<file path="config.mk">
export PLATFORM = sky130hd
export DESIGN_NAME = nibble_serial_subtractor
export DESIGN_NICKNAME = d
export VERILOG_FILES = /design/src/rtl/nibble_serial_subtractor_pkg.sv /design/src/rtl/nibble_serial_subtractor_borrow_lookahead_4.sv /design/src/rtl/nibble_serial_subtractor.sv
export SDC_FILE = /design/constraint.sdc
export NUM_CORES = 1
export LEC_CHECK = 0
export ABC_AREA = 1
export CORE_ASPECT_RATIO = 1.5
export CORE_MARGIN = 5
export CORE_UTILIZATION = 54
export CTS_CLUSTER_DIAMETER = 50
export DETAILED_ROUTE_END_ITERATION = 6
export PLACE_DENSITY_LB_ADDON = 0.05
export SYNTH_ARGS = -nofsm -noshare
export SYNTH_HDL_FRONTEND = slang
export SYNTH_SLANG_ARGS = --single-unit
</file>
<file path="constraint.sdc">
create_clock -name i_clk -period 4.8 [get_ports i_clk]
set_input_delay 0.72 -clock i_clk [delete_from_list [all_inputs] [get_ports i_clk]]
set_output_delay 0.72 -clock i_clk [all_outputs]
set_load 0.01 [all_outputs]
</file>
<file path="src/rtl/nibble_serial_subtractor_pkg.sv">
// Shared definitions for the nibble-serial subtractor: FSM state encodings
// and the nibble-counter width helper.
package nibble_serial_subtractor_pkg;

  typedef logic [1:0] state_t;

  localparam state_t ST_IDLE = 2'd0;
  localparam state_t ST_RUN  = 2'd1;
  localparam state_t ST_DONE = 2'd2;

  // Counter must be at least one bit wide even when there is a single nibble.
  function automatic int cnt_width(input int nibbles);
    return (nibbles > 1) ? $clog2(nibbles) : 1;
  endfunction

endpackage

</file>
<file path="src/rtl/nibble_serial_subtractor_borrow_lookahead_4.sv">
// 4-bit borrow-lookahead subtract slice: d = a - b - bi with flattened
// generate/propagate borrow terms instead of a ripple chain.
module borrow_lookahead_4 (
  input  logic [3:0] i_a,
  input  logic [3:0] i_b,
  input  logic       i_bi,
  output logic [3:0] o_d,
  output logic       o_bo,
  output logic       o_b3
);

  logic [3:0] w_g;
  logic [3:0] w_p;
  logic [4:1] w_br;

  // A bit generates a borrow when a=0,b=1 and passes one through when a==b.
  assign w_g = ~i_a & i_b;
  assign w_p = ~(i_a ^ i_b);

  assign w_br[1] = w_g[0] | (w_p[0] & i_bi);
  assign w_br[2] = w_g[1] | (w_p[1] & w_g[0]) | (w_p[1] & w_p[0] & i_bi);
  assign w_br[3] = w_g[2] | (w_p[2] & w_g[1]) | (w_p[2] & w_p[1] & w_g[0])
                 | (w_p[2] & w_p[1] & w_p[0] & i_bi);
  assign w_br[4] = w_g[3] | (w_p[3] & w_g[2]) | (w_p[3] & w_p[2] & w_g[1])
                 | (w_p[3] & w_p[2] & w_p[1] & w_g[0])
                 | (w_p[3] & w_p[2] & w_p[1] & w_p[0] & i_bi);

  assign o_d  = i_a ^ i_b ^ {w_br[3:1], i_bi};
  assign o_bo = w_br[4];
  assign o_b3 = w_br[3];

endmodule

</file>
<file path="src/rtl/nibble_serial_subtractor.sv">
// Multi-cycle subtractor: DIFF = A - B - BIN, one nibble per clock, LSB first,
// with valid/ready handshakes on both sides.
module nibble_serial_subtractor
  import nibble_serial_subtractor_pkg::*;
#(
  parameter int WIDTH = 16
) (
  input  logic             i_clk,
  input  logic             i_rst_n,
  input  logic             i_in_valid,
  output logic             o_in_ready,
  input  logic [WIDTH-1:0] i_a,
  input  logic [WIDTH-1:0] i_b,
  input  logic             i_bin,
  output logic             o_out_valid,
  input  logic             i_out_ready,
  output logic [WIDTH-1:0] o_diff,
  output logic             o_bout,
  output logic             o_ovf
);

  localparam int NIBBLES = WIDTH / 4;
  localparam int CW      = cnt_width(NIBBLES);
  localparam int SLOTS   = 2 ** CW;
  localparam logic [CW-1:0] LAST_K = CW'(NIBBLES - 1);

  state_t           r_state;
  logic [WIDTH-1:0] r_a;
  logic [WIDTH-1:0] r_b;
  logic             r_br;
  logic [CW-1:0]    r_k;
  logic [WIDTH-1:0] r_diff;
  logic             r_bout;
  logic             r_ovf;

  logic [3:0]       w_a_slot [SLOTS];
  logic [3:0]       w_b_slot [SLOTS];
  logic [3:0]       w_a_cur;
  logic [3:0]       w_b_cur;
  logic [3:0]       w_d;
  logic             w_bo;
  logic             w_b3;
  logic [WIDTH-1:0] w_diff_next;

  // Slot table padded to a power of two so r_k can index it at full width.
  for (genvar gi = 0; gi < SLOTS; gi++) begin : g_slot
    if (gi < NIBBLES) begin : g_real
      assign w_a_slot[gi] = r_a[4*gi +: 4];
      assign w_b_slot[gi] = r_b[4*gi +: 4];
    end else begin : g_pad
      assign w_a_slot[gi] = 4'h0;
      assign w_b_slot[gi] = 4'h0;
    end
  end

  assign w_a_cur = w_a_slot[r_k];
  assign w_b_cur = w_b_slot[r_k];

  borrow_lookahead_4 u_bla (
    .i_a  (w_a_cur),
    .i_b  (w_b_cur),
    .i_bi (r_br),
    .o_d  (w_d),
    .o_bo (w_bo),
    .o_b3 (w_b3)
  );

  for (genvar gi = 0; gi < NIBBLES; gi++) begin : g_diff
    assign w_diff_next[4*gi +: 4] = (r_k == CW'(gi)) ? w_d : r_diff[4*gi +: 4];
  end

  always_ff @(posedge i_clk or negedge i_rst_n) begin
    if (!i_rst_n) begin
      r_state <= ST_IDLE;
      r_a     <= '0;
      r_b     <= '0;
      r_br    <= 1'b0;
      r_k     <= '0;
      r_diff  <= '0;
      r_bout  <= 1'b0;
      r_ovf   <= 1'b0;
    end else begin
      case (r_state)
        ST_IDLE: begin
          if (i_in_valid) begin
            r_a     <= i_a;
            r_b     <= i_b;
            r_br    <= i_bin;
            r_k     <= '0;
            r_state <= ST_RUN;
          end
        end
        ST_RUN: begin
          r_diff <= w_diff_next;
          r_br   <= w_bo;
          if (r_k == LAST_K) begin
            r_state <= ST_DONE;
            r_bout  <= w_bo;
            r_ovf   <= w_b3 ^ w_bo;
          end else begin
            r_k <= r_k + CW'(1);
          end
        end
        ST_DONE: begin
          if (i_out_ready) r_state <= ST_IDLE;
        end
        default: r_state <= ST_IDLE;
      endcase
    end
  end

  assign o_in_ready  = (r_state == ST_IDLE);
  assign o_out_valid = (r_state == ST_DONE);
  assign o_diff      = r_diff;
  assign o_bout      = r_bout;
  assign o_ovf       = r_ovf;

endmodule

</file>
==> summary.md <==
| Metric | Value |
|---|---|
| Worst-path fanout max | `20` |
| # Post-CTS Setup Buffers | `0` |
| Mean Syn Cell Area | `10.23 um^2` |
| Hold slack | `0.4729 ns` |
| # H-tree levels | `2` |
| Clock latency on the worst-skew pair | `0.30 ns` |
| Via Count | `1900` |
| Detailed Routing Iterations Pass 1 | `4` |
| R2R setup slack | `1.84 ns` |
| Starting Density | `54.68%` |
| Syn. warnings | `0` |
| Reg clk slew, reported paths | `0.09 ns` |
| WL final | `4974 um` |
| Setup TNS | `0 ns` |
| Core area | `4732 um^2` |
| Wirelength per Cell | `13.26 um` |
| Area grow syn2layout | `25.77%` |
| PD cells | `737.7 nW/um^2` |
| Pin count of the biggest net entering global routing | `56` |
| Final core utilization | `68.77%` |
| Netlist cell types | `27` |
| Hold Buf Count CTS | `0` |
| Clock tree from TritonCTS | `done` |
| Number of fill cells in the layout | `390` |
| Critical path arrival | `3.20 ns` |
| CP Launch Type | `register` |
| Slew HR | `55.98%` |
| Final Setup Violations | `0` |
| Peak VDD IR | `0.3379 mV` |
| Antenna violations before repair | `0` |
| GP Congestion | `0.8184` |
| Synth Register Bits | `55` |
| Share of layout cells above drive strength 1 | `5.178%` |
| CP required | `5.04 ns` |
| All-layer global routing usage | `16.97%` |
| Clock Path Buffers | `2` |
| Placed Cells | `369` |
| Clk sink count | `55` |
| Rows | `31` |
| Die X | `66.52 um` |
| CP Capture Type | `register` |
| Final worst slack | `1.839 ns` |
| Post-Route Skew | `0.006183 ns` |
| Remaining DRCs | `0` |
| Max Cap Viol | `0` |
| CTS resizes | `0` |
| Hold Path End | `o_diff[13]` |
| Synth Cell Area | `2587 um^2` |
| Non-Filler Instances | `375` |
| Dpl ws | `1.907 ns` |
| Fmax | `337.7 MHz` |
| First-pass GRT wire length | `8176 um` |
| R2r endpoint | `o_diff[2]` |
| WHS Path Cells | `2` |
| Via density | `5.067` |
| Antenna viol nets, final | `0` |
| Worst-margin pin slew | `0.6603 ns` |
| Fin crit period | `2.961 ns` |
| Type of the worst setup path | `reg2reg` |
| Hold Fails Final Rpt | `0` |
| Worst Reg-to-Reg Cells | `9` |
| Nets@finish | `356` |
| RSZ-0062 raised after global routing | `no` |
| Input/output buffers | `56` |
| Die height | `94.78 um` |
| Post-synthesis sequential area ratio | `53.19%` |
| Grt ovf | `0` |
| Cells after Synth | `253` |
| Final worst-path cycle share | `61.69%` |
| Vias in the first global route | `1842` |
| I/O Pins | `57` |
| Min-Delay Path Class | `reg2reg` |
| Outcome | `completed` |
| Antenna fix cells | `0` |
| Min-delay src | `o_diff[13]` |
| Synthesized Nets | `299` |
| Die area | `6305 um^2` |
| CTS Root Cell | `clkbuf_8` |
| CTS Buf Count | `5` |
| LEAKAGE | `1.491 nW` |
| Placed wire-length estimate | `3839 um` |
| Final slew viol count | `0` |
| Worst r2r src | `r_k[0]` |
| Drt initial violations | `87` |
cell type report:
class	instances	area (um^2)	area share, %
multi-input cells	172	1089	33.45
repair buffers	57	563.0	17.30
clock buffers	6	72.57	2.230
flip-flops and latches	55	1376	42.29
inverters	19	71.32	2.191
well taps	66	82.58	2.537
critical path, stage by stage (launching register included):
cell      delay (ns)
dfrtp_1         0.68
clkinv_1        0.57
o21ai_0         0.34
o22ai_1         0.11
ha_1            0.34
or2_2           0.30
nand2_1         0.08
xor2_1          0.30
nand2_1         0.11
nand2_1         0.07
stage by stage:
| stage | area, um^2 | power, mW |
|---|---|---|
| after global routing | 3254 | 2.621 |
| final | 3254 | 2.401 |
| after detailed placement | 3182 | 2.192 |
| after floorplan | 2587 | 1.769 |
| after CTS | 3254 | 2.432 |
| after global placement | 3182 | 2.164 |
state kept, by name, summed over array words and instances (netlist names):
name     count
o_bout       1
o_diff      16
o_ovf        1
r_a         16
r_b         16
r_br         1
r_k          2
r_state      2
layer usage:
metal | global-route usage, % | part of all wire, % | wire length (um)
met5 | 0 | 0 | 0
met4 | 5.593 | 1.4 | 68
met3 | 3.333 | 4.5 | 222
met2 | 31.32 | 56 | 2765
met1 | 19.11 | 39 | 1917
synthesized netlist by cell type:
| library cell | n | area, um^2 |
|---|---|---|
| mux2_1 | 29 | 326.6 |
| or2_2 | 1 | 6.260 |
| xnor2_1 | 1 | 8.760 |
| xor2_1 | 1 | 8.760 |
| nand2_4 | 1 | 11.26 |
| o21ai_0 | 15 | 75.07 |
| nor2_1 | 16 | 60.06 |
| inv_1 | 17 | 63.81 |
| clkinv_1 | 1 | 3.750 |
| nand2_2 | 1 | 6.260 |
| nand3_1 | 13 | 65.06 |
| buf_6 | 3 | 33.78 |
| mux2_2 | 3 | 33.78 |
| dfrtp_1 | 55 | 1376 |
| nor2_2 | 1 | 6.260 |
| ha_1 | 8 | 100.1 |
| inv_2 | 1 | 3.750 |
| buf_2 | 2 | 10.01 |
| a21oi_1 | 7 | 35.03 |
| o22ai_1 | 4 | 25.02 |
| nand2_1 | 63 | 236.5 |
| nor2_4 | 1 | 11.26 |
| clkbuf_1 | 2 | 7.510 |
| o21ai_1 | 1 | 5.000 |
| fa_1 | 1 | 20.02 |
| o31ai_1 | 1 | 7.510 |
| a32o_1 | 4 | 40.04 |
cells in the final DEF (no fill, tap or decap), types with 3 or more instances in the layout:
master           count
a21oi_1              7
nand2_1             63
o21ai_0             15
mux2_2               3
clkdlybuf4s50_1     55
dfrtp_1             55
a32o_1               4
nor2_1              16
mux2_1              29
o22ai_1              4
inv_1               17
ha_1                 8
clkbuf_8             5
nand3_1             13
worst max path at each step:
stage | depth (start not counted) | to | startpoint | slack, ns
global placement | 9 | o_diff[10] | r_k[0] | 2.06
global route | 9 | o_diff[2] | r_k[0] | 1.60
CTS | 9 | o_diff[2] | r_k[0] | 1.86
floorplan | 11 | o_diff[10] | r_k[0] | 2.57
detailed placement | 9 | o_diff[2] | r_k[0] | 1.91
finish | 9 | o_diff[2] | r_k[0] | 1.84
logic make-up after synthesis:
group | count (synthesis) | synth area share, %
AO/OA/AOI/OAI | 32 | 7.253
XOR/XNOR | 2 | 0.6771
adder cells (fa/ha/maj) | 9 | 4.642
buffers and inverters | 26 | 4.739
flip-flops | 55 | 53.19
multiplexers | 32 | 13.93
AND/OR/NAND/NOR | 97 | 15.57
power breakdown:
group | internal (mW) | switching (mW)
sequential | 0.697 | 0.162
clock | 0.0975 | 0.131
combinational | 0.585 | 0.728
total | 1.38 | 1.02
No activity file was read; power rests on OpenSTA's default activity.
